$ cat src/rtl/pool_binary_2x2.sv
// 2x2 binary pooling engine: streams header/row records from the conv SRAM and writes N/2-wide pooled records.
// Define POOL_MAJORITY_EN to pool by 2-of-4 majority instead of the default OR.
module pool_binary_2x2 (
    input  logic        clk,
    input  logic        reset_b,
    input  logic        dut_run,
    output logic        dut_busy,
    output logic [11:0] dut_sram_read_address,
    input  logic [15:0] sram_dut_read_data,
    output logic [11:0] dut_sram_write_address,
    output logic [15:0] dut_sram_write_data,
    output logic        dut_sram_write_enable
);

    typedef enum logic [2:0] {IDLE, HDR, ROW_A, ROW_B, WR, TERM} state_t;

    state_t      state_q, state_d;
    logic        busy_q, busy_d;
    logic [11:0] rd_addr_q, rd_addr_d;
    logic [11:0] wr_ptr_q, wr_ptr_d;
    logic [11:0] waddr_q, waddr_d;
    logic [15:0] wdata_q, wdata_d;
    logic        we_q, we_d;
    logic [2:0]  half_q, half_d;
    logic [2:0]  pairs_q, pairs_d;
    logic [15:0] r0_q, r0_d;

    logic [7:0]  pool_bits;
    logic [7:0]  half_mask;
    logic [15:0] pooled_word;
    logic        hdr_valid;

    // r0_q holds the even row; the odd row is on the read bus during ROW_B.
    for (genvar gi = 0; gi < 8; gi++) begin : g_pool
        logic a, b, c, d;
        assign a = r0_q[2*gi];
        assign b = r0_q[2*gi+1];
        assign c = sram_dut_read_data[2*gi];
        assign d = sram_dut_read_data[2*gi+1];
`ifdef POOL_MAJORITY_EN
        assign pool_bits[gi] = (a & b) | (a & c) | (a & d) | (b & c) | (b & d) | (c & d);
`else
        assign pool_bits[gi] = a | b | c | d;
`endif
    end

    assign half_mask   = (8'd1 << half_q) - 8'd1;
    assign pooled_word = {8'h00, pool_bits & half_mask};
    assign hdr_valid   = (sram_dut_read_data == 16'd8) || (sram_dut_read_data == 16'd10) ||
                         (sram_dut_read_data == 16'd14);

    // Read address runs one word ahead of the data bus; it only pauses in ROW_B.
    always_comb begin
        state_d   = state_q;
        busy_d    = busy_q;
        rd_addr_d = rd_addr_q;
        wr_ptr_d  = wr_ptr_q;
        waddr_d   = waddr_q;
        wdata_d   = wdata_q;
        we_d      = 1'b0;
        half_d    = half_q;
        pairs_d   = pairs_q;
        r0_d      = r0_q;
        case (state_q)
            IDLE: begin
                if (dut_run) begin
                    state_d   = HDR;
                    busy_d    = 1'b1;
                    rd_addr_d = 12'd1;
                    wr_ptr_d  = 12'd0;
                end
            end
            HDR: begin
                we_d     = 1'b1;
                waddr_d  = wr_ptr_q;
                wr_ptr_d = wr_ptr_q + 12'd1;
                if (hdr_valid) begin
                    half_d    = sram_dut_read_data[3:1];
                    pairs_d   = sram_dut_read_data[3:1];
                    wdata_d   = {13'd0, sram_dut_read_data[3:1]};
                    rd_addr_d = rd_addr_q + 12'd1;
                    state_d   = ROW_A;
                end else begin
                    wdata_d = 16'h00FF;
                    state_d = TERM;
                end
            end
            ROW_A: begin
                r0_d      = sram_dut_read_data;
                rd_addr_d = rd_addr_q + 12'd1;
                state_d   = ROW_B;
            end
            ROW_B: begin
                we_d     = 1'b1;
                waddr_d  = wr_ptr_q;
                wdata_d  = pooled_word;
                wr_ptr_d = wr_ptr_q + 12'd1;
                pairs_d  = pairs_q - 3'd1;
                state_d  = WR;
            end
            WR: begin
                rd_addr_d = rd_addr_q + 12'd1;
                state_d   = (pairs_q != 3'd0) ? ROW_A : HDR;
            end
            TERM: begin
                busy_d    = 1'b0;
                rd_addr_d = 12'd0;
                state_d   = IDLE;
            end
            default: state_d = IDLE;
        endcase
    end

    always_ff @(posedge clk or negedge reset_b) begin
        if (!reset_b) begin
            state_q   <= IDLE;
            busy_q    <= 1'b0;
            rd_addr_q <= 12'd0;
            wr_ptr_q  <= 12'd0;
            waddr_q   <= 12'd0;
            wdata_q   <= 16'd0;
            we_q      <= 1'b0;
            half_q    <= 3'd0;
            pairs_q   <= 3'd0;
            r0_q      <= 16'd0;
        end else begin
            state_q   <= state_d;
            busy_q    <= busy_d;
            rd_addr_q <= rd_addr_d;
            wr_ptr_q  <= wr_ptr_d;
            waddr_q   <= waddr_d;
            wdata_q   <= wdata_d;
            we_q      <= we_d;
            half_q    <= half_d;
            pairs_q   <= pairs_d;
            r0_q      <= r0_d;
        end
    end

    assign dut_busy               = busy_q;
    assign dut_sram_read_address  = rd_addr_q;
    assign dut_sram_write_address = waddr_q;
    assign dut_sram_write_data    = wdata_q;
    assign dut_sram_write_enable  = we_q;

endmodule

$ cat config.mk
export PLATFORM = sky130hd
export DESIGN_NAME = pool_binary_2x2
export DESIGN_NICKNAME = d
export VERILOG_FILES = /design/src/rtl/pool_binary_2x2.sv
export SDC_FILE = /design/constraint.sdc
export NUM_CORES = 1
export LEC_CHECK = 0
export CORE_ASPECT_RATIO = 1.25
export CORE_MARGIN = 1.5
export CORE_UTILIZATION = 52
export CTS_BUF_LIST = sky130_fd_sc_hd__clkbuf_16
export DETAILED_ROUTE_END_ITERATION = 6
export PLACE_DENSITY = 0.79
export RECOVER_POWER = 50
export REMOVE_ABC_BUFFERS = 1
export SYNTH_ARGS = -nofsm -noshare
export SYNTH_HDL_FRONTEND = slang
export SYNTH_SLANG_ARGS = --single-unit
$ cat constraint.sdc
create_clock -name clk -period 1.95 [get_ports clk]
set_clock_uncertainty 0.05 [all_clocks]
set_input_delay 0.4875 -clock clk [delete_from_list [all_inputs] [get_ports clk]]
set_output_delay 0.4875 -clock clk [all_outputs]
set_load 0.01 [all_outputs]
==> impl_metrics.sql <==
INSERT INTO impl_metrics (metric_group, metric, value, unit) VALUES
('outcome', 'status', 'completed', ''),
('grt', 'antenna_found_initial', '0', ''),
('route', 'viasPerCell', '5.718', ''),
('timing', 'peak_freq', '520.9', 'MHz'),
('timing', 'hold_violations', '0', ''),
('clock_network', 'worstSkewPairLatency', '0.33', 'ns'),
('route', 'detail-route-antenna-nets', '0', ''),
('finish', 'mostFrequentLayoutCell', 'nand2_1', ''),
('timing', 'min_period_over_period', '0.9845', ''),
('synthesis', 'avgSynthCellArea', '9.532', 'um^2'),
('synthesis', 'synth_adder_area_share', '0.01475', ''),
('clock_network', 'cts_max_level', '3', ''),
('synthesis', 'synthesized_area_fraction_occupied_by_ao_oa_aoi_and_oai_cells', '0.1272', ''),
('finish', 'finish.net_count', '472', ''),
('synthesis', 'syn_area', '0.003393', 'mm^2'),
('finish', 'areaGrowthSynthToFinish', '36.87', '%'),
('critical_path', 'crit_fanout', '4', ''),
('synthesis', 'seq_total_area_yosys', '0.5088', ''),
('finish', 'nFillCells', '463', ''),
('grt', 'global_route_wire_length_before_repair', '13670', 'um'),
('route', 'drcViolationCount', '0', ''),
('timing', 'timing.final.crit_period', '1.920', 'ns'),
('synthesis', 'asyncSetResetFlopFracSynth', '1.000', ''),
('synthesis', 'yosys.area_share.xor_xnor', '0.02065', ''),
('critical_path', 'critical_path_required', '2.11', 'ns'),
('synthesis', 'synth-edff-count', '0', ''),
('finish', 'post_layout_nonfiller_instances', '539', ''),
('synthesis', 'synth_area_in_simple_gates', '0.2187', ''),
('synthesis', 'synthCells', '356', ''),
('power', 'vdd_drop_max', '0.001008', 'V'),
('finish', 'post_route_cells_drive_above_1_share', '0.2093', ''),
('die', 'top_level_pins', '61', ''),
('critical_path', 'arrival_time_reported_for_the_critical_path_endpoint', '2.08', 'ns'),
('clock_network', 'clk_pin_slew_worst_paths', '0.05', 'ns'),
('finish', 'most-common-layout-cells', '69 x nand2_1, 68 x dfrtp_1, 46 x clkdlybuf4s50_1', ''),
('synthesis', 'yosys_warnings', '0', ''),
('timing', 'final-setup-viol-count', '0', ''),
('hold_path', 'worstHoldPathType', 'in2async', ''),
('die', 'floorplan.die_area', '0.007022', 'mm^2'),
('die', 'die_h', '93.32', 'um'),
('power', 'power.static_leakage', '2.087', 'nW'),
('route', 'wl_final', '8346', 'um'),
('grt', 'grt_remaining_overflow', '0', ''),
('critical_path', 'setup.worst_path.start_class', 'primary input', ''),
('power', 'p_per_area', '1320', 'mW/mm^2'),
('critical_path', 'timing.critical_path.to_type', 'flop', ''),
('synthesis', 'main_combinational_cell_family_by_area_after_synthesis', 'simple AND/OR/NAND/NOR gates', ''),
('synthesis', 'postSynthRegisterBits', '69', ''),
('synthesis', 'synth_cell_types', '51', ''),
('clock_network', 'numCtsBuffers', '9', ''),
('placed_design', 'dp_hpwl', '5397', 'um'),
('synthesis', 'dominantRegCellSynth', 'dfrtp_1', ''),
('die', 'initial_core_util', '0.5433', ''),
('clock_network', 'cts-root-buf', 'clkbuf_16', ''),
('finish', 'area_of_the_multi_input_gates', '0.001599', 'mm^2'),
('placed_design', 'weighted_congestion_at_the_end_of_routability_driven_global_placement', '0.7903', ''),
('timing', 'timing_worst_slew_pin_value', '0.9309', 'ns'),
('synthesis', 'muxShareOfSynthArea', '0.05605', ''),
('critical_path', 'critPathKind', 'in2reg', ''),
('placed_design', 'dpl.cell_count', '518', ''),
('finish', 'seq_area', '0.001728', 'mm^2'),
('route', 'starting_drt_drc_count', '251', ''),
('timing', 'final-max-slew-violation-count', '0', ''),
('route', 'wire_per_inst', '15.48', 'um'),
('grt', 'gr-usage-all-layers', '0.2576', ''),
('placed_design', 'io_buffers', '52', ''),
('finish', 'diodes', '0', ''),
('timing', 'slew-limit-headroom', '0.3794', ''),
('route', 'via_count', '3082', ''),
('die', 'die_width', '75.25', 'um'),
('die', 'row_count', '32', ''),
('clock_network', 'tritoncts', 'built', ''),
('clock_network', 'cts.sinks', '69', ''),
('clock_network', 'cts-root-to-sink-buffers', '2', ''),
('die', 'core_area', '0.006246', 'mm^2'),
('finish', 'layout.core_utilization', '0.7436', ''),
('flow_run', 'maxCapViolations', '0', ''),
('grt', 'first_global_vias', '3056', ''),
('route', 'detail_route.first_pass.iterations', '5', ''),
('grt', 'pin_count_of_the_biggest_net_entering_global_routing', '70', '');
[flip-flops by register name (all words and copies together), names as in the netlist]
| signal | count |
|---|---|
| dut_sram_read_address | 12 |
| dut_busy | 1 |
| half_q | 3 |
| dut_sram_write_data | 8 |
| state_q | 3 |
| dut_sram_write_address | 12 |
| pairs_q | 3 |
| wr_ptr_q | 12 |
| dut_sram_write_enable | 1 |
| r0_q | 14 |
[stage by stage]
| step | hold slack (ns) | area, um^2 | setup slack [ns] | power [mW] | setup TNS (ns) |
|---|---|---|---|---|---|
| final | 0.3235 | 4644 | 0.03023 | 6.131 | 0 |
| after global routing | 0.4495 | 4644 | -0.02097 | 6.469 | -0.03092 |
| after CTS | 0.1365 | 4592 | 0.01046 | 6.078 | 0 |
| after detailed placement | 0.4117 | 4217 | -0.4708 | 4.271 | -10.10 |
| after global placement | 0.4072 | 4217 | -0.4467 | 4.176 | -7.772 |
| after floorplan | 0.1419 | 3274 | -0.09276 | 3.235 | -0.1736 |
[critical path, cell delays in order]
cell and delay, ns:
clkdlybuf4s50_1 0.49, nand2b_1 0.17, and4_4 0.30, nand2_2 0.12, nor2_4 0.16, mux2_2 0.36
[cell families after synthesis]
| logic type | after synthesis |
|---|---|
| DFF | 69 |
| and+or+nand+nor | 151 |
| adders and majority gates | 4 |
| other | 1 |
| buffers and inverters | 32 |
| muxes | 17 |
| AOI/OAI and AO/OA | 74 |
| xor gates and xnor gates | 8 |
[final timing paths]
check | from | end | slack, ns | cells past startpoint
setup / recovery | sram_dut_read_data[1] | half_q[0] | 0.03 | 6
hold / removal | reset_b | r0_q[9] | 0.32 | 2
setup reg to reg | state_q[2] | dut_sram_read_address[7] | 0.14 | 6
hold reg to reg | dut_sram_write_address[4] | dut_sram_write_address[4] | 0.42 | 2
max in group asynchronous | reset_b | dut_sram_read_address[0] | 0.88 | 2
min in group clk | dut_sram_write_address[4] | dut_sram_write_address[4] | 0.42 | 2
[what timing repair did]
item | 4_1_cts | 5_1_grt
hold buffers | 0 | 0
setup buffers | 4 | 0
resized for setup | 9 | 17
endpoints found under the hold margin | 0 | 0
gates cloned | 0 | 1
pin swaps | 3 | 2
endpoints found under the setup margin | 16 | 21
[area by class of cell]
class                      count  area share
clock buffer                   9     0.04849
clock inverter                 7     0.01940
inverter                       9    0.007274
timing repair buffer          97      0.1856
multi-input combinational    263      0.3443
tap                           85     0.02290
sequential                    69      0.3720
[metal layers]
metal | track usage | routed length, um | vias to the layer above
met5 | 0 | 0 | -
met4 | 0.1280 | 185 | 0
met3 | 0.04849 | 428 | 21
met2 | 0.4403 | 4448 | 125
met1 | 0.3032 | 3284 | 1518
li1 | - | - | 1418
[Yosys cell counts (all sizes together), types with 4 or more instances]
| library cell | count | area (um^2) |
|---|---|---|
| a21oi | 28 | 147.6 |
| and4 | 4 | 35.03 |
| buf | 17 | 122.6 |
| clkbuf | 6 | 22.52 |
| dfrtp | 69 | 1727 |
| ha | 4 | 50.05 |
| inv | 9 | 33.79 |
| mux2 | 16 | 180.2 |
| nand2 | 70 | 265.3 |
| nand3 | 10 | 50.05 |
| nand4 | 7 | 43.79 |
| nor2 | 21 | 78.83 |
| nor3 | 6 | 41.29 |
| nor4 | 6 | 37.54 |
| o21ai | 27 | 135.1 |
| or3 | 10 | 62.56 |
| xor2 | 7 | 61.31 |
[power breakdown]
part           switching [mW]  internal [mW]
Sequential              0.310           1.83
Combinational            1.22           1.05
Clock                   0.613           1.11
Total                    2.14           3.99
No activity file was read; power rests on OpenSTA's default activity.
